### src/rtl/mem_pkg.sv
// mem_pkg: shared encodings for the ME-stage data memory responder.
// Holds the flag encodings, FSM states, byte-enable constants and lane helpers.
package mem_pkg;

    localparam logic [1:0] ST_NONE = 2'b00;
    localparam logic [1:0] ST_SB   = 2'b01;
    localparam logic [1:0] ST_SH   = 2'b10;
    localparam logic [1:0] ST_SW   = 2'b11;

    localparam logic [2:0] LD_NONE = 3'b000;
    localparam logic [2:0] LD_LB   = 3'b001;
    localparam logic [2:0] LD_LBU  = 3'b010;
    localparam logic [2:0] LD_LH   = 3'b011;
    localparam logic [2:0] LD_LHU  = 3'b100;
    localparam logic [2:0] LD_LW   = 3'b101;

    localparam logic [3:0] BE_NONE    = 4'b0000;
    localparam logic [3:0] BE_ALL     = 4'b1111;
    localparam logic [3:0] BE_LO_HALF = 4'b0011;
    localparam logic [3:0] BE_HI_HALF = 4'b1100;

    localparam int LANE_BITS = 8;
    localparam int NUM_LANES = 4;

    typedef enum logic [1:0] {
        S_IDLE = 2'b00,
        S_WAIT = 2'b01,
        S_RESP = 2'b10
    } state_e;

    // Encodings 110 and 111 are reserved and behave as "no load".
    function automatic logic isLoadFlag(input logic [2:0] flag);
        return (flag >= LD_LB) && (flag <= LD_LW);
    endfunction

    function automatic logic [3:0] storeByteEnables(input logic [1:0] flag, input logic [1:0] lane);
        logic [3:0] be;
        case (flag)
            ST_SB:   be = 4'b0001 << lane;
            ST_SH:   be = lane[1] ? BE_HI_HALF : BE_LO_HALF;
            ST_SW:   be = BE_ALL;
            default: be = BE_NONE;
        endcase
        return be;
    endfunction

    function automatic logic [31:0] replicateStore(input logic [1:0] flag, input logic [31:0] data);
        logic [31:0] rep;
        case (flag)
            ST_SB:   rep = {NUM_LANES{data[LANE_BITS-1:0]}};
            ST_SH:   rep = {2{data[15:0]}};
            default: rep = data;
        endcase
        return rep;
    endfunction

endpackage

### src/rtl/load_extend.sv
// load_extend: picks the addressed byte or half out of an SRAM word and
// sign- or zero-extends it according to the load flag.
module load_extend
    import mem_pkg::*;
(
    input  logic [31:0] word_i,
    input  logic [2:0]  flag_i,
    input  logic [1:0]  lane_i,
    output logic [31:0] data_o
);

    logic [7:0]  byteSel;
    logic [15:0] halfSel;

    always_comb begin
        byteSel = word_i[{lane_i, 3'b000} +: 8];
        halfSel = lane_i[1] ? word_i[31:16] : word_i[15:0];
        case (flag_i)
            LD_LB:   data_o = {{24{byteSel[7]}}, byteSel};
            LD_LBU:  data_o = {24'h000000, byteSel};
            LD_LH:   data_o = {{16{halfSel[15]}}, halfSel};
            LD_LHU:  data_o = {16'h0000, halfSel};
            default: data_o = word_i;
        endcase
    end

endmodule

### src/rtl/dmem_responder.sv
// dmem_responder: ME-stage data memory port. Stores retire in the request
// cycle; loads stall the pipeline for LAT+1 cycles and return in RESP.
module dmem_responder
    import mem_pkg::*;
#(
    parameter int AW  = 10,
    parameter int LAT = 1
) (
    input  logic          clk,
    input  logic          rst,
    input  logic [31:0]   ram_addr,
    input  logic [31:0]   write_ram_data,
    input  logic [1:0]    write_ram_flag,
    input  logic [2:0]    read_ram_flag,
    output logic [31:0]   ram_out,
    output logic          busy,
    output logic          access_err,
    output logic          sram_en,
    output logic          sram_we,
    output logic [3:0]    sram_be,
    output logic [AW-1:0] sram_addr,
    output logic [31:0]   sram_wdata,
    input  logic [31:0]   sram_rdata
);

    // LAT is limited to 1..4, so the wait counter never needs more than two bits.
    localparam logic [1:0] LAT_M1 = 2'(LAT - 1);

    state_e      state_q;
    logic [1:0]  count_q;
    logic [2:0]  loadFlag_q;
    logic [1:0]  lane_q;
    logic [31:0] ramOut_q;

    logic        storeReq;
    logic        loadReq;
    logic        halfAcc;
    logic        wordAcc;
    logic        misaligned;
    logic        reqErr;
    logic        inIdle;
    logic        doStore;
    logic        doLoad;
    logic [31:0] loadExt;
    logic        unusedAddrBits;

    assign unusedAddrBits = ^ram_addr[31:AW+2];

    always_comb begin
        storeReq   = (write_ram_flag != ST_NONE);
        loadReq    = isLoadFlag(read_ram_flag);
        halfAcc    = (write_ram_flag == ST_SH) || (read_ram_flag == LD_LH) || (read_ram_flag == LD_LHU);
        wordAcc    = (write_ram_flag == ST_SW) || (read_ram_flag == LD_LW);
        misaligned = (halfAcc && ram_addr[0]) || (wordAcc && (ram_addr[1:0] != 2'b00));
        reqErr     = misaligned || (storeReq && loadReq);
        inIdle     = rst && (state_q == S_IDLE);
        doStore    = inIdle && storeReq && !reqErr;
        doLoad     = inIdle && loadReq && !reqErr;
    end

    // Every SRAM-facing output is gated by reset so nothing leaks while rst is low.
    always_comb begin
        access_err = inIdle && reqErr;
        busy       = doLoad || (rst && (state_q == S_WAIT));
        sram_en    = doStore || doLoad;
        sram_we    = doStore;
        sram_be    = BE_NONE;
        if (doStore) begin
            sram_be = storeByteEnables(write_ram_flag, ram_addr[1:0]);
        end else if (doLoad) begin
            sram_be = BE_ALL;
        end
        sram_addr  = rst ? ram_addr[AW+1:2] : '0;
        sram_wdata = rst ? replicateStore(write_ram_flag, write_ram_data) : '0;
    end

    load_extend u_extend (
        .word_i (sram_rdata),
        .flag_i (loadFlag_q),
        .lane_i (lane_q),
        .data_o (loadExt)
    );

    // Load FSM: the latched flag and lane drive extension, never the live inputs.
    always_ff @(posedge clk or negedge rst) begin
        if (!rst) begin
            state_q    <= S_IDLE;
            count_q    <= 2'd0;
            loadFlag_q <= LD_NONE;
            lane_q     <= 2'd0;
            ramOut_q   <= 32'h0;
        end else begin
            case (state_q)
                S_IDLE: begin
                    if (doLoad) begin
                        state_q    <= S_WAIT;
                        count_q    <= LAT_M1;
                        loadFlag_q <= read_ram_flag;
                        lane_q     <= ram_addr[1:0];
                    end
                end
                S_WAIT: begin
                    if (count_q == 2'd0) begin
                        ramOut_q <= loadExt;
                        state_q  <= S_RESP;
                    end else begin
                        count_q <= count_q - 2'd1;
                    end
                end
                S_RESP: begin
                    state_q <= S_IDLE;
                end
                default: begin
                    state_q <= S_IDLE;
                end
            endcase
        end
    end

    assign ram_out = ramOut_q;

endmodule

### config.mk
export PLATFORM = sky130hd
export DESIGN_NAME = dmem_responder
export DESIGN_NICKNAME = d
export VERILOG_FILES = /design/src/rtl/mem_pkg.sv /design/src/rtl/load_extend.sv /design/src/rtl/dmem_responder.sv
export SDC_FILE = /design/constraint.sdc
export NUM_CORES = 1
export LEC_CHECK = 0
export CAP_MARGIN = 30
export CORE_AREA = 3 3 130 69
export CTS_CLUSTER_SIZE = 30
export DETAILED_ROUTE_END_ITERATION = 12
export DIE_AREA = 0 0 133 72
export HOLD_SLACK_MARGIN = 0.08
export PLACE_DENSITY = 0.92
export SYNTH_ARGS = -nofsm -noshare
export SYNTH_HDL_FRONTEND = slang
export SYNTH_SLANG_ARGS = --single-unit
export TNS_END_PERCENT = 100
### constraint.sdc
create_clock -name clk -period 7.2 [get_ports clk]
set_clock_uncertainty 0.1 [all_clocks]
set_input_delay 1.8 -clock clk [delete_from_list [all_inputs] [get_ports clk]]
set_output_delay 1.8 -clock clk [all_outputs]
set_load 0.01 [all_outputs]
==> flow_metrics.py <==
metrics = {
    "status": {
        "status": "finished, final reports clean",
    },
    "critical_path": {
        "r2r_start": "lane_q[1]",
        "crit_required_ns": 5.30,
        "critPathCaptureType": "primary output",
        "crit_type": "in2out",
        "cp-start-kind": "input port",
        "critPathLaunch": "write_ram_flag[0]",
        "critPathMaxFanout": 13,
        "critical_path_arrival_ns": 4.49,
    },
    "sta": {
        "worstMarginPinSlew_ns": 1.00,
        "finalSetupViolations": 0,
        "hold_viol": 0,
        "tns_ns": 0,
        "rsz0062_at_grt": "no",
        "final_max_slew_viol_count": 0,
        "fin_crit_sh_pct": 88.7,
        "whs_ns": 0.378,
        "max_slew_margin_pct": 33.3,
        "fmax_ghz": 0.157,
        "fin_crit_ns": 6.39,
    },
    "cells_and_area": {
        "n_antenna_cell": 0,
        "finalNonFillerCells": 677,
        "layout_common_cells": "163 x clkdlybuf4s50_1, 54 x nand2_1, 43 x nor2_1, 41 x dfrtp_1, 32 x a21oi_1",
        "num-fill-cells": 672,
        "multi_input_area_um2": 2070,
        "final_core_util_pct": 64.9,
        "nNetsFinal": 673,
        "final_common_cell": "clkdlybuf4s50_1",
        "regArea_um2": 1030,
        "drive_gt1_share_pct": 5.84,
        "syn_to_final_growth_pct": 55.2,
    },
    "global_routing": {
        "grt_usage_pct": 23.6,
        "antenna_found_initial": 0,
        "grt_pass1_vias": 3719,
        "overflow": 0,
        "grt_max_degree": 85,
        "grt_pass1_wl_um": 18500,
    },
    "cts": {
        "clk_pin_slew_ns": 0.06,
        "clk_path_buf_depth": 2,
        "htree_levels": 2,
        "hold_buffers": 0,
        "cts_tree": "built",
        "numCtsBuffers": 5,
        "cts_sinks": 41,
        "insertion_delay_ns": 0.28,
        "clock-root-buffer": "clkbuf_16",
        "cts_setup_buffers": 0,
        "cts_resized": 0,
    },
    "floorplan": {
        "coreArea_um2": 7910,
        "rows": 23,
        "dieArea_um2": 9580,
        "dieHeight_um": 72,
        "start_util_pct": 41.8,
        "dieWidth_um": 133,
        "ios": 185,
    },
    "synthesis": {
        "ys_warn_count": 0,
        "ys_ff_latch": 41,
        "synth_nets": 530,
        "synth_cell_type_count": 54,
        "synth_edf_count": 0,
        "synth-async-reset-ratio_pct": 100,
        "synth_top_cell_area_share_pct": 31.0,
        "ys_seq_area_share_pct": 31.0,
        "syn-instance-count": 421,
        "synthFlopType": "dfrtp_1",
        "yosysTopAreaCell": "dfrtp_1",
        "synth_area_um2": 3310,
        "syn_avg_cell_area_um2": 7.86,
        "synth_area_leaders": "dfrtp_1 31%, nand2_1 6.1%, nor2_1 4.9%",
    },
    "placement": {
        "dp_hpwl_um": 8630,
        "gp_congestion": 0.874,
        "place_inst": 669,
        "port_buffers": 164,
    },
    "detailed_routing": {
        "final_antenna_net_count": 0,
        "first_pass_iters": 5,
        "vias": 3786,
        "drt-total-wl_um": 11600,
        "drc": 0,
        "via_per_inst": 5.59,
        "wl_per_cell_um": 17.2,
        "first_iter_violations": 275,
    },
    "job": {
        "drv_cap": 0,
    },
    "hold_path": {
        "min_from": "ram_out[1]",
        "hold_class": "reg2reg",
    },
    "pwr": {
        "p_leak_uw": 0.00213,
        "powerDensity_nw_per_um2": 250,
        "ir_drop_mv": 0.126,
    },
}
layer usage:
| layer | wire length, um | GRT usage [%] |
|---|---|---|
| met1 | 4660 | 28.6 |
| met2 | 5750 | 42.1 |
| met3 | 979 | 6.09 |
| met4 | 257 | 6.91 |
| met5 | 0 | 0 |
through the flow:
| step | area [um2] | setup slack [ns] | total power, uW |
|---|---|---|---|
| floorplan | 3310 | 2.28 | 731 |
| global placement | 4980 | 0.831 | 1030 |
| detailed placement | 4980 | 0.788 | 1050 |
| CTS | 5130 | 0.764 | 1290 |
| global route | 5130 | 0.605 | 1370 |
| finish | 5130 | 0.812 | 1290 |
cells by family (layout without fill, tap and decap cells):
group,after synthesis,in the layout,share of synthesized area [%]
DFF,41,41,31.0
buffers and inverters,52,196,6.47
AOI/OAI and AO/OA,137,137,30.7
xor gates and xnor gates,2,2,0.529
adders and majority gates,6,6,2.27
muxes,8,8,2.95
and+or+nand+nor,175,175,26.1
synthesized netlist by cell type (5+ instances only):
| library cell | n |
|---|---|
| a21boi_0 | 10 |
| inv_1 | 19 |
| a41oi_1 | 7 |
| nor2b_1 | 16 |
| nor2_1 | 43 |
| o311ai_0 | 5 |
| o31ai_1 | 10 |
| o211a_1 | 8 |
| or2_2 | 6 |
| dfrtp_1 | 41 |
| buf_2 | 6 |
| nand3_1 | 8 |
| o2111ai_1 | 5 |
| nand2b_1 | 13 |
| clkbuf_1 | 22 |
| a22o_1 | 8 |
| nand2_1 | 54 |
| a21oi_1 | 32 |
| ha_1 | 6 |
| and2_1 | 21 |
| a22oi_1 | 16 |
| o21ai_0 | 9 |
worst max-delay path, cell delays in order:
cell and delay, ns:
clkdlybuf4s50_1 0.51, inv_1 0.10, ha_1 0.39, o31ai_2 0.37, nand4_1 0.30, o31ai_1 0.38, clkdlybuf4s50_1 0.64
state kept, by name, summed over array words and instances (netlist names):
signal / count
state_q: 2
lane_q: 2
count_q: 2
loadFlag_q: 3
ram_out: 32
path summary, 6_finish.rpt:
path / to / slack (ns) / cells past startpoint
setup / recovery: sram_be[3] / 0.81 / 7
max in group asynchronous: ram_out[9] / 4.81 / 2
min in group asynchronous: ram_out[31] / 1.67 / 2
hold / removal: ram_out[1] / 0.38 / 2
setup reg to reg: ram_out[20] / 4.41 / 3
hold reg to reg: ram_out[1] / 0.38 / 2
layout make-up:
class / instances / share of cell area (%)
Timing Repair Buffer: 168 / 32.5
Tap cell: 112 / 2.73
Clock inverter: 1 / 0.0975
Sequential cell: 41 / 20.0
Clock buffer: 7 / 2.97
Multi-Input combinational cell: 328 / 40.3
Inverter: 20 / 1.46
where the power goes:
part	leakage [uW]	internal (uW)	switching (uW)
clock network	0.0000799	147	87.0
registers	0.000480	312	82.7
logic	0.00157	343	314
total	0.00213	802	483
Power figures use the tool's default switching activity.
